File: config.mk
export PLATFORM = sky130hd
export DESIGN_NAME = bus_arbiter
export DESIGN_NICKNAME = d
export VERILOG_FILES = /design/src/rtl/bus_arbiter_pkg.sv /design/src/rtl/bus_arbiter_rr_pick.sv /design/src/rtl/bus_arbiter.sv
export SDC_FILE = /design/constraint.sdc
export NUM_CORES = 1
export LEC_CHECK = 0
export BUFFER_PORTS_ARGS = -buffer_cell sky130_fd_sc_hd__buf_4
export CAP_MARGIN = 30
export CORE_ASPECT_RATIO = 0.8
export CORE_MARGIN = 5
export CORE_UTILIZATION = 29
export CTS_CLUSTER_DIAMETER = 50
export CTS_CLUSTER_SIZE = 8
export DETAILED_ROUTE_END_ITERATION = 7
export GPL_ROUTABILITY_DRIVEN = 0
export PLACE_DENSITY = 0.82
export SYNTH_ARGS = -nofsm -noshare
export SYNTH_HDL_FRONTEND = slang
export SYNTH_SLANG_ARGS = --single-unit
File: constraint.sdc
create_clock -name clk -period 1.8 [get_ports clk]
set_clock_uncertainty 0.05 [all_clocks]
set_input_delay 0.09 -clock clk [delete_from_list [all_inputs] [get_ports clk]]
set_output_delay 0.09 -clock clk [all_outputs]
set_load 0.03 [all_outputs]
File: src/rtl/bus_arbiter_pkg.sv
// Shared constants and state encoding for the bus arbiter.
// Active-low grant/request levels are named so the polarity reads at the use site.
package bus_arbiter_pkg;

    localparam logic Enable   = 1'b1;
    localparam logic Enable_  = 1'b0;
    localparam logic Disable  = 1'b0;
    localparam logic Disable_ = 1'b1;

    typedef enum logic [1:0] {
        StIdle  = 2'd0,
        StGrant = 2'd1,
        StTurn  = 2'd2
    } arb_state_e;

endpackage

File: src/rtl/bus_arbiter_rr_pick.sv
// Combinational round-robin picker: first active request after 'last', wrapping.
// 'req' is active-high here; the caller inverts the active-low bus requests.
module rr_pick
    import bus_arbiter_pkg::*;
#(
    parameter int unsigned NMASTERS = 2,
    localparam int unsigned IdxW = $clog2(NMASTERS)
) (
    input  logic [NMASTERS-1:0] req,
    input  logic [IdxW-1:0]     last,
    output logic [IdxW-1:0]     winner,
    output logic                valid
);

    logic [IdxW-1:0] idx;

    always_comb begin
        winner = '0;
        valid  = Disable;
        idx    = '0;
        for (int i = 1; i <= int'(NMASTERS); i++) begin
            idx = IdxW'((int'(last) + i) % int'(NMASTERS));
            if (!valid && req[idx]) begin
                winner = idx;
                valid  = Enable;
            end
        end
    end

endmodule

File: src/rtl/bus_arbiter.sv
// Round-robin bus arbiter with per-grant timeout and a memory-side bus mux.
// One TURN cycle separates every release from the next arbitration.
module bus_arbiter
    import bus_arbiter_pkg::*;
#(
    parameter int unsigned NMASTERS = 2,
    parameter int unsigned WIDTH    = 32,
    parameter int unsigned TIMEOUT  = 64,
    localparam int unsigned IdxW = $clog2(NMASTERS)
) (
    input  logic                      clk,
    input  logic                      reset,
    input  logic [NMASTERS-1:0]       m_breq_,
    input  logic [NMASTERS-1:0]       m_done,
    input  logic [NMASTERS-1:0]       m_memread,
    input  logic [NMASTERS-1:0]       m_memwrite,
    input  logic [NMASTERS*WIDTH-1:0] m_adr,
    input  logic [NMASTERS*WIDTH-1:0] m_wdata,
    output logic [NMASTERS-1:0]       m_bgrt_,
    output logic                      mem_read,
    output logic                      mem_write,
    output logic [WIDTH-1:0]          mem_adr,
    output logic [WIDTH-1:0]          mem_wdata,
    output logic                      busy,
    output logic [IdxW-1:0]           grant_id,
    output logic                      timeout_err,
    output logic [IdxW-1:0]           err_id
);

    localparam int unsigned CntW = $clog2(TIMEOUT + 1);

    arb_state_e      state_q, state_d;
    logic [IdxW-1:0] grant_id_q, grant_id_d;
    logic [IdxW-1:0] last_q, last_d;
    logic [IdxW-1:0] err_id_q, err_id_d;
    logic [CntW-1:0] cnt_q, cnt_d;
    logic            terr_q, terr_d;

    logic [IdxW-1:0] rr_winner;
    logic            rr_valid;

    logic [WIDTH-1:0] adr_arr   [NMASTERS];
    logic [WIDTH-1:0] wdata_arr [NMASTERS];

    for (genvar i = 0; i < NMASTERS; i++) begin : g_unpack
        assign adr_arr[i]   = m_adr[i*WIDTH +: WIDTH];
        assign wdata_arr[i] = m_wdata[i*WIDTH +: WIDTH];
    end

    rr_pick #(
        .NMASTERS (NMASTERS)
    ) u_rr_pick (
        .req    (~m_breq_),
        .last   (last_q),
        .winner (rr_winner),
        .valid  (rr_valid)
    );

    always_ff @(posedge clk) begin
        if (reset) begin
            state_q    <= StIdle;
            grant_id_q <= '0;
            last_q     <= IdxW'(NMASTERS - 1);
            err_id_q   <= '0;
            cnt_q      <= '0;
            terr_q     <= 1'b0;
        end else begin
            state_q    <= state_d;
            grant_id_q <= grant_id_d;
            last_q     <= last_d;
            err_id_q   <= err_id_d;
            cnt_q      <= cnt_d;
            terr_q     <= terr_d;
        end
    end

    always_comb begin
        state_d    = state_q;
        grant_id_d = grant_id_q;
        last_d     = last_q;
        err_id_d   = err_id_q;
        cnt_d      = cnt_q;
        terr_d     = Disable;
        unique case (state_q)
            StIdle: begin
                if (rr_valid) begin
                    state_d    = StGrant;
                    grant_id_d = rr_winner;
                    last_d     = rr_winner;
                    cnt_d      = '0;
                end
            end
            StGrant: begin
                // done or an abort releases cleanly, even on the timeout cycle
                if (m_done[grant_id_q] || m_breq_[grant_id_q]) begin
                    state_d = StTurn;
                end else if (cnt_q == CntW'(TIMEOUT - 1)) begin
                    state_d  = StTurn;
                    terr_d   = Enable;
                    err_id_d = grant_id_q;
                end else begin
                    cnt_d = cnt_q + CntW'(1);
                end
            end
            StTurn:  state_d = StIdle;
            default: state_d = StIdle;
        endcase
    end

    always_comb begin
        m_bgrt_   = {NMASTERS{Disable_}};
        busy      = Disable;
        mem_read  = Disable;
        mem_write = Disable;
        mem_adr   = '0;
        mem_wdata = '0;
        if (state_q == StGrant) begin
            m_bgrt_[grant_id_q] = Enable_;
            busy      = Enable;
            mem_read  = m_memread[grant_id_q];
            mem_write = m_memwrite[grant_id_q];
            mem_adr   = adr_arr[grant_id_q];
            mem_wdata = wdata_arr[grant_id_q];
        end
    end

    assign grant_id    = grant_id_q;
    assign err_id      = err_id_q;
    assign timeout_err = terr_q;

endmodule

# After elaboration in Yosys (flattened, before gate mapping)
# Cells that the tools add are included.
[op_classes] addsub=3 order_cmp=5 eq_ne=6 n_mux=39 bitwise=5 n_reduce_logical=11
[op_table] cell="$mux W32" count=8
[op_table] cell="$mux W1" count=21
[op_table] cell="$mux W7" count=3
[op_table] cell="$pmux W7 S2" count=1
[op_table] cell="$mux W2" count=4
[op_table] cell="$add A7 B1 Y7 const B" count=1
[op_table] cell="$eq A7 B6 Y1 const B" count=1
[op_table] cell="$lt A1 B2 Y1 const B" count=3
[op_table] cell="$ne A2 B2 Y1 const B" count=3
[op_table] cell="$not A2 Y2" count=2
[op_table] cell="$pmux W2 S2" count=1
[op_table] cell="$reduce_and A2 Y1" count=2
[op_table] cell="$reduce_and A4 Y1" count=1
[op_table] cell="$ne A3 B3 Y1 const B" count=1
[op_table] cell="$reduce_and A3 Y1" count=1
[op_table] cell="$reduce_or A3 Y1" count=1
[op_table] cell="$add A1 B1 Y1 const B" count=2
[op_table] cell="$eq A2 B1 Y1 const B" count=1
[op_table] cell="$ge A2 B2 Y1 const B" count=1
[op_table] cell="$logic_and A1 B1 Y1" count=2
[op_table] cell="$logic_not A2 Y1" count=1
[op_table] cell="$not A1 Y1" count=2
[op_table] cell="$not A1 Y2" count=1
[op_table] cell="$reduce_bool A2 Y1" count=1
[op_table] cell="other kinds (4)" count=4
[word_totals] reg_bits=13 inputBits=138 output_inout_bits=72 wordCells=75

# Logic depth before layout (Yosys ltp)
[depth] word_depth=9 depth_mapped=5 depth_no_buf=5

# By module
# A second synthesis with hierarchy kept.
[unflattened] hier_cells=227 area_unflattened_um2=1619.1
[modules_own_cells] module="bus_arbiter" instances=1 cells_each=225 area_each_um2=1605.3 seq_area_each_um2=260.2
[modules_own_cells] module="rr_pick" instances=1 cells_each=2 area_each_um2=13.8 seq_area_each_um2=0.0

# Least setup slack after synthesis
# OpenSTA, ideal clock, no wires.
[synth_path] kind="reg-to-reg" startpoint="reg grant_id_q, in the netlist grant_id" endpoint="reg cnt_q[5]" setup_ns=0.123 arrival_time_ns=1.873 required_time_ns=1.627 slack_ns=-0.246 path_stages_with_launch=6 path_buffers=1 synth_period_minus_slack_ns=2.046 cell_sequence="dfxtp_1 -> buf_4 -> or3b_4 -> o2bb2ai_2 -> nor4_1 -> mux2_1"
[synth_via] elab_chain_len=5 elab_cells_between_ends=7 cone_classes="1 x eq/ne; 4 x mux; 2 x reduce/logical"
[synth_rtl] element="start: declaration" line_no="bus_arbiter.sv:33" rtl="logic [IdxW-1:0] grant_id_q, grant_id_d;"
[synth_rtl] element="start signal: assignment" line_no="bus_arbiter.sv:69" rtl="grant_id_q <= grant_id_d;"
[synth_rtl] element="$mux W1 (not written as such) (2 in a row)" line_no="bus_arbiter.sv:95" rtl="if (m_done[grant_id_q] || m_breq_[grant_id_q]) begin"
[synth_rtl] element="$logic_or A1 B1 Y1 (*)" line_no="bus_arbiter.sv:95"
[synth_rtl] element="$ne A2 B2 Y1 (no line) (*)"
[synth_rtl] element="$reduce_and A4 Y1 (no line) (*)"
[synth_rtl] element="end signal: assignment" line_no="bus_arbiter.sv:72" rtl="cnt_q <= cnt_d;"
[synth_rtl] element="end: declaration" line_no="bus_arbiter.sv:36" rtl="logic [CntW-1:0] cnt_q, cnt_d;"
# Every way passes the cells marked *; elsewhere a longest branch is shown, timed or not. The select of a mux whose other input is x is not followed.
# A chain may end at the register's enable or synchronous reset.

# Worst setup path in the final report
[layout_path] startpoint="reg grant_id_q, in the netlist grant_id" endpoint="reg cnt_q[0]"
# Same word-level chain as after synthesis.

==> results.ini <==
[clock_tree]
cts_buffers=3
cts_root_buf=clkbuf_8
clk_latency_ns=0.25
ctsHoldBuffers=0
cts_max_path_buffers=2
clkTransAtPathRegs_ns=0.06
cts_num_sinks=13
cts.htree.levels=1
cts_tree=yes

[sta]
relSlewSlack_pct=67.7
worstMarginPinSlew_ns=0.472
hold_violations=0
max_freq_mhz=591
setup_viol=0
setup_tns_ns=0
rsz0062_at_grt=false
fin_crit_sh_pct=94.1
drv_slew=0
period_minus_slack_ns=1.69

[power_and_ir_drop]
finalPower_mw=1.66
power_switching_mw=0.695
p_sw_share_pct=42.0
power_density_mw_per_mm2=489
intPower_mw=0.962
p_clk_share_pct=15.9
comb_power_share_pct=65.5
seqPwrFrac_pct=18.5
irDropWorstVdd_uv=334
leakagePower_nw=1.66

[job]
drv_cap=0

[global_route]
grt_pass1_wl_um=11800
grt_max_degree=38
track_usage_pct=20.0
antenna_found_initial=0
grt_overflow=0
grt_pass1_vias=2451

[synth]
netlist_top_cells_area=mux2i_1, nor2_1, dfxtp_1, clkbuf_1, a21oi_1
ys_dominant_reg_cell=dfxtp_1
postSynthRegisterBits=13
yosysSeqAreaShare_pct=15.9
syn-cell-area_sq_mm=0.00164
synth.most_common_cell=nor2_1
synth_common_cells=nor2_1, mux2i_1, dfxtp_1
syn-num-nets=362
yosysUniqueCellTypes=37
syn_inst=223
avgSynthCellArea_sq_um=7.34
synth-async-reset-ratio_pct=0
synth_top_area_cell=mux2i_1
netlist.area_leader.share_pct=41.0
ys_warn_count=0
synth-edff-count=0

[placed_design]
dp_hpwl_um=6560
port_buffers=209
dpl_cell_area_sq_mm=0.00331

[finish]
layout.nets=569
antenna_cells=0
drive_gt1_share_pct=53.6
multi_input_area_sq_mm=0.00131
postLayoutCellArea_sq_mm=0.00339
n_fill_cell=498
syn_to_final_growth_pct=107
ff_latch_area_sq_um=264

[detailed_routing]
drt_iter0_drc=71
drtAntennaViolNets=0
drcViolationCount=0
vias=2432
drt_pass1_iterations=4
routed_wl_um=7780
viasPerCell=4.80
avgRoutedWirePerCell_um=15.3

[worst_setup_path]
reg2reg_slack_ns=0.11
worstSetupStartpointType=flip-flop
critPathSlowestCell=or3b_4
critPathRequiredTime_ns=1.93
crit_chain=or3b_4 -> o2bb2ai_4 -> buf_4 -> or4_1 -> o21ai_1
crit_fanout=7
worst-setup-path-type=flip-flop to flip-flop
cp.arrival_ns=1.82
worstSetupEndpointType=flip-flop
cpPeakStageDelay_ns=0.42

[die]
initial_core_util_pct=29.9
die-area_sq_mm=0.00726
die_x_um=94.0
core_sq_mm=0.00547
ios=210
num_rows=24
dieHeight_um=77.2

[min_path]
hold_class=primary input to flip-flop

[outcome]
status=completed

-- worst max-delay path, delay by kind of cell, from the launching register on --
kind / cells / cell delay (ns)
AOI/OAI and AO/OA: 2 / 0.25
buffers and inverters: 1 / 0.15
and+or+nand+nor: 2 / 0.81
DFF: 1 / 0.36
-- cell families after synthesis --
family                   after synthesis  synth area share [%]
AND/OR/NAND/NOR                       99                  27.8
multiplexers                          68                  41.7
AO/OA/AOI/OAI                         22                  9.10
buffers and inverters                 20                  4.82
flip-flops                            13                  15.9
adder cells (fa/ha/maj)                1                 0.764
-- sequential cells by signal, indices dropped and copies added (netlist names) --
| register | count |
|---|---|
| cnt_q | 7 |
| grant_id | 1 |
| state_q | 2 |
| timeout_err | 1 |
| err_id | 1 |
| last_q | 1 |
-- repair_timing --
| item | in CTS | in global routing |
|---|---|---|
| setup endpoints to repair | 0 | 46 |
| gates resized for setup | 0 | 3 |
| setup buffers | 0 | 2 |
-- power by group through the flow --
stage / registers, mW / logic [mW] / clock network, mW
2_1_floorplan: 0.314 / 0.585 / 0
6_report: 0.307 / 1.09 / 0.264
3_5_place_dp: 0.312 / 1.08 / 0
5_1_grt: 0.308 / 1.16 / 0.292
3_3_place_gp: 0.311 / 1.06 / 0
4_1_cts: 0.306 / 1.08 / 0.275
-- worst paths after layout --
check             endpoint  depth (start not counted)     start
hold reg to reg     last_q                          1    last_q
setup reg to reg  cnt_q[0]                          5  grant_id
hold / removal    grant_id                          2     reset
setup / recovery  cnt_q[0]                          5  grant_id
-- metrics by stage --
stage                     util [%]  worst slack (ns)  hold slack, ns  std cells
after floorplan                  -            0.0257           0.146        223
after global placement        60.6             0.159           0.321        501
after detailed placement      60.6             0.148           0.330        501
after CTS                     61.5            0.0350          0.0672        505
after global routing          62.0            0.0281          0.0787        507
final                         62.0             0.107          0.0721        507
-- per-layer routing --
metal	wire, um	GRT usage (%)	up-vias
li1	-	-	1192
met4	170	5.48	0
met3	884	6.65	17
met1	2760	21.6	1083
met2	3960	36.8	140
met5	0	0	-
-- area by class of cell --
type / count / area share, %
clock buffer: 3 / 1.22
multi-input combinational: 190 / 38.8
timing repair buffer: 219 / 48.9
clock inverter: 1 / 0.148
tap: 78 / 2.88
inverter: 3 / 0.332
sequential: 13 / 7.79
-- layout by cell type (no fill, tap or decap), drive strengths merged, types with 2 or more instances in the layout --
cell    instances
inv             3
or4             2
nand2b          3
nor2           71
a211oi          2
clkbuf          3
dfxtp          13
o21ai           7
nand2           4
nand3           2
nor2b           4
a21oi           6
or3             2
nor4            2
nor3b           2
buf           219
or3b            2
mux2i          67
Note: power is estimated with default switching activity, not from simulation.
